### src/rtl/minimax_mem_arbiter.sv
// Single-port RAM arbiter for minimax: host > data > fetch, with a fetch-starvation promotion.
// Optional exit register on the data port is enabled by defining MINIMAX_MEM_EXIT_EN.
module minimax_mem_arbiter #(
  parameter int unsigned PC_BITS   = 14,
  parameter int unsigned MAX_WAIT  = 4,
  parameter logic [31:0] EXIT_ADDR = 32'hFFFFFFFC
) (
  input  logic               clk,
  input  logic               reset_n,

  input  logic               if_req,
  input  logic [PC_BITS-1:0] if_addr,
  output logic               if_gnt,
  output logic               if_rvalid,
  output logic [15:0]        if_rdata,

  input  logic               d_req,
  input  logic               d_we,
  input  logic [3:0]         d_wmask,
  input  logic [31:0]        d_addr,
  input  logic [31:0]        d_wdata,
  output logic               d_gnt,
  output logic               d_rvalid,
  output logic [31:0]        d_rdata,

  input  logic               h_req,
  input  logic               h_we,
  input  logic [PC_BITS-1:0] h_addr,
  input  logic [31:0]        h_wdata,
  output logic               h_gnt,
  output logic               h_rvalid,
  output logic [31:0]        h_rdata,

  output logic               ram_en,
  output logic [3:0]         ram_we,
  output logic [PC_BITS-3:0] ram_addr,
  output logic [31:0]        ram_wdata,
  input  logic [31:0]        ram_rdata,

  output logic               exit_valid,
  output logic [31:0]        exit_code
);

  localparam logic [3:0] MAX_WAIT_C = 4'(MAX_WAIT);

  typedef enum logic [1:0] {
    OWN_NONE  = 2'd0,
    OWN_FETCH = 2'd1,
    OWN_DATA  = 2'd2,
    OWN_HOST  = 2'd3
  } owner_e;

  owner_e      owner, owner_nxt;
  logic [3:0]  starve_cnt;
  logic        promote;
  logic        if_sel;
  logic        d_zero, d_zero_nxt;
  logic        d_in_range;
  logic        d_exit_addr;
  logic [15:0] if_rdata_q;
  logic [31:0] d_rdata_q;
  logic [31:0] h_rdata_q;
  logic        unused_bits;

  assign d_in_range = (d_addr >> PC_BITS) == 32'd0;

`ifdef MINIMAX_MEM_EXIT_EN
  assign d_exit_addr = (d_addr == EXIT_ADDR);
`else
  assign d_exit_addr = 1'b0;
`endif

  // Byte-offset bits are don't-care on every port.
  assign unused_bits = ^{if_addr[0], h_addr[1:0], d_addr[1:0], EXIT_ADDR};

  assign promote = if_req && (starve_cnt == MAX_WAIT_C);

  // Grant selection and RAM port drive; read ownership is decided here and captured below.
  always_comb begin
    if_gnt     = 1'b0;
    d_gnt      = 1'b0;
    h_gnt      = 1'b0;
    ram_en     = 1'b0;
    ram_we     = 4'h0;
    ram_addr   = '0;
    ram_wdata  = '0;
    owner_nxt  = OWN_NONE;
    d_zero_nxt = 1'b0;
    if (reset_n) begin
      if (h_req) begin
        h_gnt     = 1'b1;
        ram_en    = 1'b1;
        ram_we    = h_we ? 4'hF : 4'h0;
        ram_addr  = h_addr[PC_BITS-1:2];
        ram_wdata = h_wdata;
        owner_nxt = h_we ? OWN_NONE : OWN_HOST;
      end else if (d_req && !promote) begin
        d_gnt      = 1'b1;
        ram_en     = d_in_range && !d_exit_addr;
        ram_we     = (d_in_range && !d_exit_addr && d_we) ? d_wmask : 4'h0;
        ram_addr   = d_addr[PC_BITS-1:2];
        ram_wdata  = d_wdata;
        owner_nxt  = d_we ? OWN_NONE : OWN_DATA;
        d_zero_nxt = !(d_in_range && !d_exit_addr);
      end else if (if_req) begin
        if_gnt    = 1'b1;
        ram_en    = 1'b1;
        ram_addr  = if_addr[PC_BITS-1:2];
        owner_nxt = OWN_FETCH;
      end
    end
  end

  // Starvation counter, read-owner tag and held read-data registers.
  always_ff @(posedge clk or negedge reset_n) begin
    if (!reset_n) begin
      starve_cnt <= 4'd0;
      owner      <= OWN_NONE;
      if_sel     <= 1'b0;
      d_zero     <= 1'b0;
      if_rdata_q <= '0;
      d_rdata_q  <= '0;
      h_rdata_q  <= '0;
    end else begin
      if (!if_req || if_gnt) begin
        starve_cnt <= 4'd0;
      end else if (starve_cnt != MAX_WAIT_C) begin
        starve_cnt <= starve_cnt + 4'd1;
      end
      owner  <= owner_nxt;
      d_zero <= d_zero_nxt;
      if (if_gnt) begin
        if_sel <= if_addr[1];
      end
      if (if_rvalid) begin
        if_rdata_q <= if_rdata;
      end
      if (d_rvalid) begin
        d_rdata_q <= d_rdata;
      end
      if (h_rvalid) begin
        h_rdata_q <= h_rdata;
      end
    end
  end

  // Returned data comes straight from the RAM in the owner's valid cycle, else the held copy.
  assign if_rvalid = (owner == OWN_FETCH);
  assign d_rvalid  = (owner == OWN_DATA);
  assign h_rvalid  = (owner == OWN_HOST);

  assign if_rdata = if_rvalid ? (if_sel ? ram_rdata[31:16] : ram_rdata[15:0]) : if_rdata_q;
  assign d_rdata  = d_rvalid ? (d_zero ? 32'd0 : ram_rdata) : d_rdata_q;
  assign h_rdata  = h_rvalid ? ram_rdata : h_rdata_q;

`ifdef MINIMAX_MEM_EXIT_EN
  // Exit register: a data write to EXIT_ADDR is absorbed here instead of reaching RAM.
  always_ff @(posedge clk or negedge reset_n) begin
    if (!reset_n) begin
      exit_valid <= 1'b0;
      exit_code  <= '0;
    end else begin
      exit_valid <= d_gnt && d_we && d_exit_addr;
      if (d_gnt && d_we && d_exit_addr) begin
        exit_code <= d_wdata;
      end
    end
  end
`else
  assign exit_valid = 1'b0;
  assign exit_code  = '0;
`endif

endmodule

### config.mk
export PLATFORM = sky130hd
export DESIGN_NAME = minimax_mem_arbiter
export DESIGN_NICKNAME = d
export VERILOG_FILES = /design/src/rtl/minimax_mem_arbiter.sv
export SDC_FILE = /design/constraint.sdc
export NUM_CORES = 1
export LEC_CHECK = 0
export BUFFER_PORTS_ARGS = -buffer_cell sky130_fd_sc_hd__buf_2
export CAP_MARGIN = 40
export CORE_AREA = 2 2 129 131
export CTS_CLUSTER_DIAMETER = 150
export DETAILED_ROUTE_END_ITERATION = 16
export DIE_AREA = 0 0 131 133
export PLACE_DENSITY_LB_ADDON = 0.1
export SLEW_MARGIN = 30
export SYNTH_ARGS = -nofsm -noshare
export SYNTH_HDL_FRONTEND = slang
export SYNTH_SLANG_ARGS = --single-unit
### constraint.sdc
create_clock -name clk -period 3 [get_ports clk]
set_input_delay 0.6 -clock clk [delete_from_list [all_inputs] [get_ports clk]]
set_output_delay 0.6 -clock clk [all_outputs]
set_load 0.1 [all_outputs]
; Word-level counts from Yosys, hierarchy flattened
; Index checks and enable logic that the tools add are counted.
[op_classes]
addsub = 1
n_eq_ne = 5
n_mux = 40
n_reduce_logical = 9
[op_table]
columns = op, count
row1 = two-way mux 32 bit, 6
row2 = two-way mux 12 bit, 4
row3 = logical NOT 32 bit, 1
row4 = two-way mux 16 bit, 2
row5 = two-way mux 4 bit, 7
row6 = two-way mux 1 bit, 16
row7 = two-way mux 2 bit, 5
row8 = adder 4 x 1 -> 4 bit (second input constant), 1
row9 = equality test 2 bit (second input constant), 2
row10 = equality test 4 x 3 -> 1 bit (second input constant), 1
row11 = != test 4 x 3 -> 1 bit (second input constant), 1
row12 = logical AND 1 bit, 3
row13 = logical NOT 1 bit, 3
row14 = equality test 2 x 1 -> 1 bit (second input constant), 1
row15 = nonzero test 2 bit, 1
row16 = logical OR 1 bit, 1
[word_totals]
regBits = 88
in_bits = 167
output_inout_bits = 168

; Logic depth before layout (Yosys ltp)
[depth]
depth_word = 9
ltp_mapped = 8

; Worst setup path before layout
; OpenSTA, ideal clock, no wires.
[synth_path]
path_type = flip-flop to output port
startpoint = register if_sel
endpoint = output if_rdata[10]
arrival_ns = 3.008
setup_slack_ns = -0.608
path_stages_with_launch = 5
path_cell_list = dfrtp_1 buf_2 buf_2 mux2i_1 o21ai_0
[synth_via]
elab_chain_len = 2
[synth_rtl]
columns = element, line
row1 = "start, declared", 56  ; logic if_sel;
row2 = "start signal, assigned", 133  ; if_sel <= if_addr[1];
row3 = two-way mux 16 bit (2 in a row), 152  ; assign if_rdata = if_rvalid ? (if_sel ? ram_rdata[31:16] : ram_rdata[15:0]) : if_rdata_q;
row4 = "end, declared", 15  ; output logic [15:0] if_rdata,
; No other way between the ends.

; Worst setup path after layout
[layout_path]
startpoint = register starve_cnt[0]
endpoint = output ram_wdata[20]
[layout_via]
elab_chain_len = 7
[layout_rtl]
columns = element, line
row1 = "start, declared", 54  ; logic [3:0] starve_cnt;
row2 = "start signal, assigned", 128  ; starve_cnt <= starve_cnt + 4'd1;
row3 = equality test 4 x 3 -> 1 bit, 76  ; assign promote = if_req && (starve_cnt == MAX_WAIT_C);
row4 = logical AND 1 bit, 76
row5 = logical NOT 1 bit, 97  ; end else if (d_req && !promote) begin
row6 = logical AND 1 bit, 97
row7 = two-way mux 32 bit, 97
row8 = two-way mux 32 bit, 90  ; if (h_req) begin
row9 = two-way mux 32 bit, 89  ; if (reset_n) begin
row10 = "end, declared", 37  ; output logic [31:0] ram_wdata,
; No other way between the ends.

==> out/metrics.cfg <==
[finish]
post-route-cell-area_um2 = 8220
antenna_cells = 0
finalNetCount = 983
fillers = 1530
drive_above_1_share = 0.501
final_common_cell = buf_2
areaGrowthSynthToFinish_pct = 57.3
final_cell_mix = buf_2, dfrtp_1, o21ai_0, buf_12, mux2_2

[sta]
period_needed_ns = 2.86
max_freq_mhz = 349
fin_crit_sh = 0.954
slew_violations = 0
clock_skew_ns = 0.00647
finalSetupViolCount = 0
max_slew_margin = 0.572
finalHoldViolCount = 0
tightest_slew_ns = 0.636
fin_ws_ns = 0.137
rsz0062_at_grt = false

[setup_path]
startpoint_type = register
cp_data_required_time_ns = 2.40
cp-startpoint = starve_cnt[0]
reg2regPathDepth = 7
cp_max_fo = 35
cp-end-kind = output port
arrival_ns = 2.26
r2r_start = starve_cnt[0]
critical_path_class = reg -> out

[placed_design]
place_ws_ns = 0.342
dpl.hpwl_mm = 16.2
portBuffers = 296
place.gp.congestion = 0.829
dpl_cell_area_um2 = 7850

[logic_synthesis]
syn_area_um2 = 5230
synth-edff-count = 0
synthAdderAreaFrac = 0.00479
synth_compound_area_frac = 0.198
synth-seq-area-share = 0.421
async_reset_ff_frac = 1.00
synth_mux_area_frac = 0.171
syn_inst = 531
avgSynthCellArea_um2 = 9.84
synth_top_flop_cell = dfrtp_1
synth_top_family_by_area = compound AO/OA/AOI/OAI gates
synth_seq_cells = 88
synth_xor_area_frac = 0.00335
yosysWarningCount = 0
synth-simple-area-share = 0.111
synth_cell_type_count = 38

[power]
intPower_mw = 3.21
p_leak_nw = 4.11
swShare = 0.546
pwr-share-clk = 0.173
vdd_ir_drop_max_uv = 398
power_density_nw_per_um2 = 859
pwr-share-seq = 0.223
p_total_mw = 7.06
pwr-share-comb = 0.604
switchingPower_mw = 3.86

[clock_network]
cts-root-to-sink-buffers = 2
clock_sinks = 88
cts.reportedPaths.clkPinSlew_ns = 0.07
cts_tree = done
root_buffer = clkbuf_16
clk_latency_ns = 0.34
htree_levels = 3
cts-buffers-inserted = 9

[job]
cap_violations = 0

[floorplan]
core_um2 = 16200
num_io_pins = 335
die_h_um = 133
rows = 47
die_w_um = 131
start_util = 0.323
die_area_um2 = 17400

[global_routing]
antenna_found_initial = 1
track_usage = 0.222
grt_max_degree = 60
grt_pass1_wl_mm = 28.3
overflow = 0
first_global_vias = 4773

[run_status]
status = complete, no violations

[route]
drt_iter0_markers = 264
routed_wl_mm = 19.4
dr.pass1.iters = 6
via_per_inst = 4.76
vias = 4947
wl_per_cell_um = 18.7
drc = 0
ant_nets = 0

[hold_path]
hold_path.class = in -> async

-- state kept, by name (all words and copies together), names as in the netlist --
name,cells
d_rdata_q,32
d_zero,1
h_rdata_q,32
if_rdata_q,16
if_sel,1
owner,2
starve_cnt,4
-- final cells by class --
cell class | count | area (µm²) | share of cell area
clock inverters | 5 | 78.8 | 0.00959
clock buffers | 11 | 243 | 0.0295
well taps | 220 | 275 | 0.0335
repair buffers | 313 | 2690 | 0.328
multi-input cells | 395 | 2700 | 0.328
flip-flops and latches | 88 | 2200 | 0.268
inverters | 7 | 28.8 | 0.00350
-- power by group through the flow --
stage / clock network [mW] / logic [mW] / registers [mW]
6_report: 1.22 / 4.27 / 1.58
5_1_grt: 1.31 / 4.42 / 1.61
4_1_cts: 1.26 / 4.28 / 1.58
3_5_place_dp: 0 / 4.27 / 1.60
3_3_place_gp: 0 / 4.25 / 1.59
2_1_floorplan: 0 / 3.32 / 1.56
-- Yosys cell counts, types with 2 or more instances --
cell type | n | share of area
a21oi_1 | 4 | 0.0038
nand2_1 | 52 | 0.037
o21ai_1 | 4 | 0.0038
mux2_2 | 65 | 0.14
xnor2_1 | 2 | 0.0034
buf_2 | 21 | 0.020
buf_4 | 35 | 0.050
o21ai_0 | 96 | 0.092
nor3_1 | 2 | 0.0019
or4_1 | 2 | 0.0029
inv_1 | 6 | 0.0043
a21o_1 | 13 | 0.019
clkbuf_1 | 15 | 0.011
buf_6 | 2 | 0.0043
nor2_1 | 4 | 0.0029
dfrtp_1 | 88 | 0.42
a22o_1 | 44 | 0.074
mux2i_1 | 16 | 0.031
ha_1 | 2 | 0.0048
nand2b_1 | 34 | 0.041
nand3_1 | 6 | 0.0057
nor2b_1 | 2 | 0.0024
-- what timing repair did --
| action | in CTS | in global routing |
|---|---|---|
| hold buffers | 0 | 0 |
| setup buffers | 0 | 2 |
| pin swaps | 0 | 0 |
| hold endpoints to repair | 0 | 0 |
| resized for setup | 1 | 2 |
| setup endpoints to repair | 1 | 8 |
| cloned | 0 | 0 |
-- cell families after synthesis --
kind of cell | after synthesis
adder cells (fa/ha/maj) | 2
buffers and inverters | 80
other | 1
AO/OA/AOI/OAI | 165
XOR/XNOR | 2
flip-flops | 88
multiplexers | 81
AND/OR/NAND/NOR | 112
-- layer usage --
| layer | share of wire | vias to the layer above | GRT usage | wire [µm] |
|---|---|---|---|---|
| li1 | - | 2388 | - | - |
| met1 | 0.42 | 2341 | 0.297 | 8200 |
| met2 | 0.51 | 198 | 0.371 | 9820 |
| met3 | 0.059 | 18 | 0.0384 | 1150 |
| met4 | 0.012 | 2 | 0.0579 | 231 |
| met5 | 0.00036 | - | 0 | 7 |
-- worst max-delay path, cell delays in order (launching register included) --
cell and delay, ns:
dfrtp_1 0.42, inv_1 0.06, ha_1 0.23, nand4b_1 0.14, nand3_1 0.16, inv_4 0.14, buf_12 0.20, a22o_1 0.34
buf_12 0.22
-- stage by stage --
stage               setup TNS (ns)  std cells  hold slack, ns  utilization
floorplan                   -17.43        563           0.304            -
finish                           0       1039           0.353        0.508
global placement                 0       1019           0.451        0.485
detailed placement               0       1020           0.460        0.486
CTS                              0       1036           0.347        0.506
global route                     0       1039           0.365        0.508
-- path summary, 6_finish.rpt --
| check | to | slack (ns) |
|---|---|---|
| worst max-delay path | ram_wdata[20] | 0.14 |
| worst min register to register | d_rdata_q[27] | 0.47 |
| worst min-delay path | h_rdata_q[3] | 0.35 |
| max in group asynchronous | h_rdata_q[10] | 1.80 |
| min in group clk | d_rdata_q[27] | 0.47 |
| worst max register to register | if_sel | 1.01 |
Note: power is estimated with default switching activity, not from simulation.
